$ cat src/rtl/dps_bridge_pkg.sv
// Shared types, address map constants and decode for the DPS request bridge.
package dps_bridge_pkg;

  typedef enum logic [1:0] {
    IDLE     = 2'd0,
    RD_WAIT  = 2'd1,
    ERR_RESP = 2'd2
  } bridgeState_t;

  localparam logic [31:0] DPS_UTIM64_LAST = 32'h0000_0074;
  localparam logic [31:0] DPS_SCI_ADDR0   = 32'h0000_0100;
  localparam logic [31:0] DPS_SCI_ADDR1   = 32'h0000_0108;

  // Queue entry layout: {rw, addr[31:0], data[31:0]}
  localparam int ENTRY_W = 65;

  // True when the byte address hits a decoded DPS register.
  function automatic logic mapped(input logic [31:0] addr);
    return ((addr <= DPS_UTIM64_LAST) && (addr[1:0] == 2'b00)) ||
           (addr == DPS_SCI_ADDR0) ||
           (addr == DPS_SCI_ADDR1);
  endfunction

endpackage

$ cat src/rtl/dps_bridge_fifo.sv
// In-order request queue; head is read combinationally from the read pointer.
module dps_bridge_fifo #(
  parameter int DEPTH = 4,
  parameter int WIDTH = 65
) (
  input  logic             iCLOCK,
  input  logic             iRESET_SYNC,
  input  logic             iPUSH,
  input  logic [WIDTH-1:0] iPUSH_DATA,
  input  logic             iPOP,
  output logic             oFULL,
  output logic             oEMPTY,
  output logic [WIDTH-1:0] oHEAD
);

  localparam int PW = (DEPTH > 1) ? $clog2(DEPTH) : 1;
  localparam int CW = $clog2(DEPTH + 1);

  logic [WIDTH-1:0] mem [DEPTH];
  logic [PW-1:0]    wrPtr;
  logic [PW-1:0]    rdPtr;
  logic [CW-1:0]    count;
  logic             doPush;
  logic             doPop;

  assign oFULL  = (count == CW'(DEPTH));
  assign oEMPTY = (count == '0);
  assign doPush = iPUSH && !oFULL;
  assign doPop  = iPOP && !oEMPTY;
  assign oHEAD  = mem[rdPtr];

  // Pointer and occupancy tracking; DEPTH is a power of two so pointers wrap naturally.
  always_ff @(posedge iCLOCK) begin
    if (iRESET_SYNC) begin
      wrPtr <= '0;
      rdPtr <= '0;
      count <= '0;
    end else begin
      if (doPush) wrPtr <= wrPtr + PW'(1);
      if (doPop)  rdPtr <= rdPtr + PW'(1);
      case ({doPush, doPop})
        2'b10:   count <= count + CW'(1);
        2'b01:   count <= count - CW'(1);
        default: count <= count;
      endcase
    end
  end

  // Storage array; contents are don't-care while empty, so no reset is needed.
  always_ff @(posedge iCLOCK) begin
    if (doPush) mem[wrPtr] <= iPUSH_DATA;
  end

endmodule

$ cat src/rtl/dps_req_bridge.sv
// CPU-to-DPS request bridge: queues accesses, issues mapped ones with REQ/BUSY,
// keeps one read outstanding and completes unmapped/timed-out accesses locally.
//
// state    | meaning
// ---------+-----------------------------------------------------------
// IDLE     | inspect queue head; issue mapped, retire unmapped locally
// RD_WAIT  | one read outstanding at the DPS, waiting for iDPS_VALID
// ERR_RESP | one-cycle error response (unmapped read or read timeout)
module dps_req_bridge
  import dps_bridge_pkg::*;
#(
  parameter int FIFO_DEPTH  = 4,
  parameter int DPS_TIMEOUT = 255
) (
  input  logic        iCLOCK,
  input  logic        iRESET_SYNC,
  input  logic        iREQ_VALID,
  output logic        oREQ_BUSY,
  input  logic        iREQ_RW,
  input  logic [31:0] iREQ_ADDR,
  input  logic [31:0] iREQ_DATA,
  output logic        oRESP_VALID,
  output logic [31:0] oRESP_DATA,
  output logic        oRESP_ERROR,
  output logic        oWRITE_DROP,
  output logic        oDPS_REQ,
  input  logic        iDPS_BUSY,
  output logic        oDPS_RW,
  output logic [31:0] oDPS_ADDR,
  output logic [31:0] oDPS_DATA,
  input  logic        iDPS_VALID,
  input  logic [31:0] iDPS_DATA
);

  localparam int CNT_W = $clog2(DPS_TIMEOUT + 1);
  // The counter starts at 0 in the first RD_WAIT cycle, so it reaches the
  // timeout on the update made in the cycle where it holds DPS_TIMEOUT-1.
  localparam logic [CNT_W-1:0] CNT_LAST = CNT_W'(DPS_TIMEOUT - 1);
  localparam logic [CNT_W-1:0] CNT_MAX  = CNT_W'(DPS_TIMEOUT);

  bridgeState_t       state;
  bridgeState_t       stateNext;
  logic [CNT_W-1:0]   cnt;
  logic               fifoFull;
  logic               fifoEmpty;
  logic [ENTRY_W-1:0] headEntry;
  logic               headRw;
  logic [31:0]        headAddr;
  logic [31:0]        headData;
  logic               headMapped;
  logic               push;
  logic               pop;
  logic               dpsReq;
  logic               cntClear;
  logic               cntInc;
  logic               respLoad;
  logic               dropNext;
  logic               respValidQ;
  logic [31:0]        respDataQ;
  logic               dropQ;

  assign push = iREQ_VALID && !fifoFull;

  dps_bridge_fifo #(
    .DEPTH (FIFO_DEPTH),
    .WIDTH (ENTRY_W)
  ) uFifo (
    .iCLOCK      (iCLOCK),
    .iRESET_SYNC (iRESET_SYNC),
    .iPUSH       (push),
    .iPUSH_DATA  ({iREQ_RW, iREQ_ADDR, iREQ_DATA}),
    .iPOP        (pop),
    .oFULL       (fifoFull),
    .oEMPTY      (fifoEmpty),
    .oHEAD       (headEntry)
  );

  assign headRw     = headEntry[64];
  assign headAddr   = headEntry[63:32];
  assign headData   = headEntry[31:0];
  assign headMapped = mapped(headAddr);

  // Next-state and control decode.
  always_comb begin
    stateNext = state;
    pop       = 1'b0;
    dpsReq    = 1'b0;
    cntClear  = 1'b0;
    cntInc    = 1'b0;
    respLoad  = 1'b0;
    dropNext  = 1'b0;
    case (state)
      IDLE: begin
        if (!fifoEmpty) begin
          if (headMapped) begin
            dpsReq = 1'b1;
            if (!iDPS_BUSY) begin
              pop = 1'b1;
              if (!headRw) begin
                stateNext = RD_WAIT;
                cntClear  = 1'b1;
              end
            end
          end else begin
            pop = 1'b1;
            if (headRw) dropNext  = 1'b1;
            else        stateNext = ERR_RESP;
          end
        end
      end
      RD_WAIT: begin
        if (iDPS_VALID) begin
          respLoad  = 1'b1;
          stateNext = IDLE;
        end else if (cnt == CNT_LAST) begin
          stateNext = ERR_RESP;
        end else begin
          cntInc = 1'b1;
        end
      end
      ERR_RESP: stateNext = IDLE;
      default:  stateNext = IDLE;
    endcase
  end

  // State register.
  always_ff @(posedge iCLOCK) begin
    if (iRESET_SYNC) state <= IDLE;
    else             state <= stateNext;
  end

  // Timeout counter, read-data capture and one-cycle response/drop pulses.
  always_ff @(posedge iCLOCK) begin
    if (iRESET_SYNC) begin
      cnt        <= '0;
      respValidQ <= 1'b0;
      respDataQ  <= '0;
      dropQ      <= 1'b0;
    end else begin
      if (cntClear)                     cnt <= '0;
      else if (cntInc && cnt != CNT_MAX) cnt <= cnt + CNT_W'(1);
      respValidQ <= respLoad;
      if (respLoad) respDataQ <= iDPS_DATA;
      dropQ <= dropNext;
    end
  end

  assign oREQ_BUSY   = fifoFull;
  assign oDPS_REQ    = dpsReq;
  assign oDPS_RW     = !fifoEmpty && headRw;
  assign oDPS_ADDR   = fifoEmpty ? 32'h0 : headAddr;
  assign oDPS_DATA   = fifoEmpty ? 32'h0 : headData;
  assign oRESP_VALID = respValidQ || (state == ERR_RESP);
  assign oRESP_ERROR = (state == ERR_RESP);
  assign oRESP_DATA  = respValidQ ? respDataQ : 32'h0;
  assign oWRITE_DROP = dropQ;

endmodule

$ cat config.mk
export PLATFORM = sky130hd
export DESIGN_NAME = dps_req_bridge
export DESIGN_NICKNAME = d
export VERILOG_FILES = /design/src/rtl/dps_bridge_pkg.sv /design/src/rtl/dps_bridge_fifo.sv /design/src/rtl/dps_req_bridge.sv
export SDC_FILE = /design/constraint.sdc
export NUM_CORES = 1
export LEC_CHECK = 0
export CAP_MARGIN = 0
export CORE_MARGIN = 2
export CORE_UTILIZATION = 53
export CTS_BUF_LIST = sky130_fd_sc_hd__clkbuf_4 sky130_fd_sc_hd__clkbuf_8 sky130_fd_sc_hd__clkbuf_16
export DETAILED_ROUTE_END_ITERATION = 8
export GPL_TIMING_DRIVEN = 0
export HOLD_SLACK_MARGIN = 0.08
export PLACE_DENSITY = 0.81
export SETUP_SLACK_MARGIN = 0.3
export SYNTH_ARGS = -nofsm -noshare
export SYNTH_HDL_FRONTEND = slang
export SYNTH_SLANG_ARGS = --single-unit
$ cat constraint.sdc
create_clock -name iCLOCK -period 3.8 [get_ports iCLOCK]
set_input_delay 0.76 -clock iCLOCK [delete_from_list [all_inputs] [get_ports iCLOCK]]
set_output_delay 0.76 -clock iCLOCK [all_outputs]
set_load 0.02 [all_outputs]
==> results of run 1 <==
-- layout make-up --
| type | count | area [um^2] |
|---|---|---|
| clock buffer | 33 | 790.8 |
| inverter | 11 | 41.29 |
| timing repair buffer | 217 | 2298 |
| sequential | 313 | 8872 |
| tap | 313 | 391.6 |
| fill | 1420 | 6584 |
| buffer | 37 | 251.5 |
| clock inverter | 25 | 220.2 |
| multi-input combinational | 368 | 3328 |
-- worst min-delay path, delay by kind of cell (launching register included) --
kind            cells  cell delay, ns
simple gates        1            0.05
flops               1            0.30
compound gates      1            0.05
-- layer usage --
| metal | vias up | global-route usage |
|---|---|---|
| li1 | 3297 | - |
| met1 | 3538 | 0.2740 |
| met2 | 260 | 0.3793 |
| met3 | 34 | 0.06037 |
| met4 | 4 | 0.05024 |
| met5 | - | 0 |
-- where the power goes --
| part | switching (mW) | total (mW) | internal (mW) |
|---|---|---|---|
| registers | 0.0974 | 4.17 | 4.07 |
| logic | 2.22 | 4.16 | 1.94 |
| clock network | 1.28 | 3.00 | 1.72 |
-- sequential cells by signal (all words and copies together), names as in the netlist, named ones only --
signal / count
uFifo.mem: 260
cnt: 8
respValidQ: 1
respDataQ: 32
oWRITE_DROP: 1
uFifo.rdPtr: 2
state: 2
uFifo.wrPtr: 2
uFifo.count: 3
-- synthesized netlist by cell type, types with 2 or more instances --
master and number:
edfxtp_1 260, nor3b_1 2, clkbuf_1 25, a41o_1 2
mux4_1 4, a31oi_1 3, nor2_1 22, xor2_1 6
o311ai_1 2, xnor2_1 2, mux4_2 61, nand2_1 69
nor4_2 2, dfxtp_1 53, and2_1 38, and3_1 2
inv_1 11, mux2i_1 2, nor2b_1 66, nand4_1 3
nor4_1 5, ha_1 7, or3_1 4, buf_2 7
o21ai_0 2, or2_2 2, a21oi_1 37, nand3_1 5
buf_1 3, nor3_1 5
-- path summary, 6_finish.rpt --
kind / start / end / slack [ns] / cells past startpoint
setup / recovery: flop / oDPS_REQ / 0.29 / 7
hold / removal: respDataQ[20] / respDataQ[20] / 0.45 / 2
setup reg to reg: flop / uFifo.count[2] / 0.36 / 12
hold reg to reg: respDataQ[20] / respDataQ[20] / 0.45 / 2
-- stage by stage --
| stage | util | hold slack [ns] |
|---|---|---|
| 4_1_cts | 0.7046 | 0.4518 |
| 5_1_grt | 0.7110 | 0.4707 |
| 3_3_place_gp | 0.6481 | 0.4376 |
| 6_report | 0.7110 | 0.4506 |
| 2_1_floorplan | - | 0.4317 |
| 3_5_place_dp | 0.6533 | 0.4433 |
-- repair_timing --
action	4_1_cts	5_1_grt
resized for setup	51	33
setup buffers	4	4
endpoints found under the setup margin	66	33
endpoints found under the hold margin	0	0
gates cloned	1	1
pin swaps	0	2
-- cells by family (layout without fill, tap and decap cells) --
logic type / after synthesis / in the layout
DFF: 313 / 313
and+or+nand+nor: 231 / 231
muxes: 67 / 67
AOI/OAI and AO/OA: 54 / 54
buffers and inverters: 48 / 323
adders and majority gates: 8 / 8
xor gates and xnor gates: 8 / 8
==> results.toml, run 1 <==
[clocking]
cts_tree = "done"
clk_pin_slew_ns = 0.06
cts_made_buffers = 31
ctsHtreeMaxLevel = 1
clock_latency_ns = 0.56
hold_buffers = 0
clock-sinks = 313
clock-root-buffer = "clkbuf_16"
clk_path_buf_depth = 3

[critical_path]
critPathRequiredTime_ns = 3.04
worstSetupStartpointType = "flop"
path_class = "reg2out"
cpLargestDelayFamily = "compound AO/OA/AOI/OAI gates"
crit_path_top_delay_cell = "mux4_2"
path_buf_inv = 2
crit_top_cell = "buf_6"
crit_chain = "buf_6 -> mux4_2 -> a31oi_1 -> o2111a_2 -> nand3_4 -> nor2_4 -> buf_6"
crit_fanout = 10
cp_slowest_stage_delay_ns = 0.58
arrival_ns = 2.75
end_kind = "output port"

[yosys]
synth_compound_area_frac = 0.02697
postSynthNetCount = 839
synth_area_per_cell_um2 = 16.92
synth-main-ff-cell = "edfxtp_1"
netlist.top_cell.by_area = "edfxtp_1"
synth_edf_count = 260
muxShareOfSynthArea = 0.1215
yosys.area_share.xor_xnor = 0.005679
ys_async_sr_fraction = 0
syn_area_um2 = 12340
synth_top_area_frac = 0.6328
synthAdderAreaFrac = 0.008721
syn_inst = 729
ys_seq_area_frac = 0.7188
synthSimpleGateAreaFrac = 0.1011
synth_top_family_by_area = "multiplexers"
synth_area_leaders = "edfxtp_1 63%, mux4_2 11%, dfxtp_1 8.6%"
synth_seq_cells = 313
synth_cell_type_count = 47
synth_warnings = 0

[layout]
final_area_um2 = 16190
layout-area-overhead-vs-synth_pct = 31.25
mostFrequentLayoutCell = "edfxtp_1"
drive_above_1_share = 0.1663
final_cell_mix = "260 x edfxtp_1, 172 x clkdlybuf4s50_1, 69 x nand2_1, 66 x nor2b_1, 61 x mux4_2"
final_cells = 1317
final_nets = 1089
antenna_cells = 0

[timing]
relSlewSlack = 0.5351
fin_tns_setup_ns = 0
post-route-period-util = 0.9245
final.min_clock_period_ns = 3.513
drv_slew = 0
setup_viol = 0
worst_slew_pin_slew_ns = 0.6974
rsz0062_at_grt = "yes"
skew_ns = 0.01903
worst_slack_ns = 0.2871
hold_violations = 0
max_freq_mhz = 284.7

[placed_design]
io_buffers = 203
dp_hpwl_um = 17430
gp_congestion = 0.7637
dpl.cell_count = 1249
dp_slack_ns = -0.004824
post_dp_cell_area_um2 = 14880

[drt]
wl_per_cell_um = 20.38
drt_iter0_markers = 455
via_count = 7133
wl_met3_um = 2234
dr.pass1.iters = 4
vias_per_cell = 5.416
met1_length_um = 10600
met2_length_um = 13580
ant_nets = 0
drc = 0
maxUsedRoutingLayer = "met5"
routed_wl_um = 26840

[min_path]
min_path_type = "reg2reg"

[die]
die_h_um = 156.6
die_area_um2 = 24520
initial_core_util = 0.5417
rows = 55
core_region_area_um2 = 22780
num_io_pins = 204
die_w_um = 156.6

[global_routing]
grt_pass1_wl_um = 40390
globalRouteOverflowTotal = 0
grt_max_degree = 49
grt_antenna_before_repair = 2
track_usage = 0.2179
grt_pass1_vias = 7404

[power]
power_mw = 11.33
p_per_area_nw_per_um2 = 699.4
p_leak_nw = 5.604
peakVddDrop_mv = 0.5387

[status]
status = "finished, final reports clean"

[run]
cap_violations = 0
(Power assumes the default switching activity.)
==> run 2: changes to the inputs <==
--- a/config.mk
+++ b/config.mk
@@ -17,3 +17,4 @@
 export SYNTH_ARGS = -nofsm -noshare
 export SYNTH_HDL_FRONTEND = slang
 export SYNTH_SLANG_ARGS = --single-unit
+export TNS_END_PERCENT = 20
==> results.toml, run 2 (synthesis results as in run 1) <==
[clocking]
cts_made_buffers = 31
hold_buffers = 0
ctsHtreeMaxLevel = 1
clk_pin_slew_ns = 0.06
clk_path_buf_depth = 3
clock-sinks = 313
clock_latency_ns = 0.56
cts_tree = "done"
clock-root-buffer = "clkbuf_16"

[die]
rows = 55
die_area_um2 = 24520
die_h_um = 156.6
core_region_area_um2 = 22780
num_io_pins = 204
initial_core_util = 0.5417
die_w_um = 156.6

[layout]
largest_reg_flops = 260
antenna_cells = 0
layout-area-overhead-vs-synth_pct = 30.91
top_register = "uFifo.mem"
reg_top3 = "uFifo.mem: 260 flops, respDataQ: 32 flops, cnt: 8 flops"
mostFrequentLayoutCell = "edfxtp_1"
final_area_um2 = 16150
drive_above_1_share = 0.1663
final_nets = 1089
final_cell_mix = "260 x edfxtp_1, 189 x clkdlybuf4s50_1, 69 x nand2_1, 66 x nor2b_1, 61 x mux4_2"
fill_cells = 1431

[critical_path]
crit_top_cell = "buf_6"
arrival_ns = 2.75
cp_slowest_stage_delay_ns = 0.58
path_buf_inv = 2
path_class = "reg2out"
crit_fanout = 10
regToRegEndpoint = "uFifo.count[2]"
worstSetupStartpointType = "flop"
crit_chain = "buf_6 -> mux4_2 -> a31oi_1 -> o2111a_2 -> nand3_4 -> nor2_4 -> buf_6"
reg2regPathDepth = 12
critPathRequiredTime_ns = 3.04
crit_path_top_delay_cell = "mux4_2"
cpLargestDelayFamily = "compound AO/OA/AOI/OAI gates"
end_kind = "output port"
reg2reg_slack_ns = 0.36

[power]
power_mw = 11.36
p_per_area_nw_per_um2 = 703.2
p_leak_nw = 5.350
peakVddDrop_mv = 0.5454

[timing]
hold_violations = 0
skew_ns = 0.01906
holdWs_ns = 0.4506
setup_viol = 0
worst_slew_pin_slew_ns = 0.6961
rsz0062_at_grt = "yes"
final.min_clock_period_ns = 3.511
post-route-period-util = 0.9238
relSlewSlack = 0.5359
drv_slew = 0
max_freq_mhz = 284.9

[run]
cap_violations = 0

[min_path]
hp-start = "respDataQ[20]"
hold-path-endpoint = "respDataQ[20]"
whs_path_depth = 2
min_path_type = "reg2reg"

[drt]
dr.pass1.iters = 4
routed_wl_um = 26890
drc = 0
ant_nets = 0
vias_per_cell = 5.427
wl_per_cell_um = 20.42
via_count = 7148
drt_iter0_markers = 441

[status]
status = "finished, final reports clean"

[placed_design]
io_buffers = 203
gp_congestion = 0.7637
post_dp_cell_area_um2 = 14880
dp_hpwl_um = 17430

[global_routing]
grt_antenna_before_repair = 2
grt_pass1_wl_um = 40390
grt_max_degree = 49
track_usage = 0.2179
grt_pass1_vias = 7404
globalRouteOverflowTotal = 0
[run 2: cell types whose count changed in the layout (fill, tap and decap cells not counted)]
| cell | delta |
|---|---|
| dlymetal6s2s_1 | -17 |
| clkdlybuf4s50_1 | +17 |
[run 2: final cells by class]
| cell class | instances | area (um^2) | share of cell area |
|---|---|---|---|
| Tap cell | 313 | 391.6 | 0.02425 |
| Clock inverter | 25 | 220.2 | 0.01363 |
| Clock buffer | 33 | 790.8 | 0.04896 |
| Sequential cell | 313 | 8872 | 0.5493 |
| Timing Repair Buffer | 217 | 2256 | 0.1397 |
| Multi-Input combinational cell | 368 | 3328 | 0.2061 |
| Inverter | 11 | 41.29 | 0.002556 |
| Buffer | 37 | 251.5 | 0.01557 |
[run 2: how the worst max path moves through the flow]
stage,from,to,slack (ns),cells past startpoint
2_1_floorplan,iREQ_VALID,uFifo.mem[1][0],0.71,3
3_3_place_gp,iREQ_VALID,uFifo.mem[2][9],-1.04,4
3_5_place_dp,flop,oDPS_REQ,-0.005,7
4_1_cts,flop,oDPS_REQ,0.19,8
5_1_grt,flop,oDPS_REQ,0.20,8
6_report,flop,oDPS_REQ,0.29,7
[run 2: routing by layer]
metal  share of wire  GRT usage  vias to the layer above
li1                -          -                     3296
met1            0.40     0.2740                     3558
met2            0.50     0.3793                      256
met3           0.079    0.06037                       34
met4           0.015    0.05024                        4
met5          0.0010          0                        -
[run 2: report_power, final]
part	switching, mW	total (mW)	internal [mW]
Combinational	2.23	4.19	1.96
Clock	1.28	3.00	1.72
Sequential	0.0973	4.17	4.07
[run 2: repair_timing]
| item | 4_1_cts | 5_1_grt |
|---|---|---|
| setup endpoints to repair | 66 | 33 |
| pin swaps | 0 | 2 |
| buffers inserted | 4 | 4 |
| gates cloned | 1 | 1 |
| gates resized for setup | 51 | 16 |
| hold endpoints to repair | 0 | 0 |
[run 2: worst register-to-register path, delay by kind of cell, from the launching register on]
family	cells	cell delay (ns)
compound gates	4	0.96
flops	1	0.38
mux	1	0.59
buf+inv	2	0.29
xor+xnor	1	0.07
simple gates	2	0.65
fa+ha+maj	2	0.43
[run 2: per-stage QoR]
stage,utilization,instances,setup WS [ns],TNS (ns)
3_3_place_gp,0.6481,1245,-1.038,-261.98
3_5_place_dp,0.6533,1249,-0.004824,-0.004824
4_1_cts,0.7046,1312,0.1882,0
2_1_floorplan,-,729,0.7052,0
6_report,0.7091,1317,0.2894,0
5_1_grt,0.7091,1317,0.2004,0
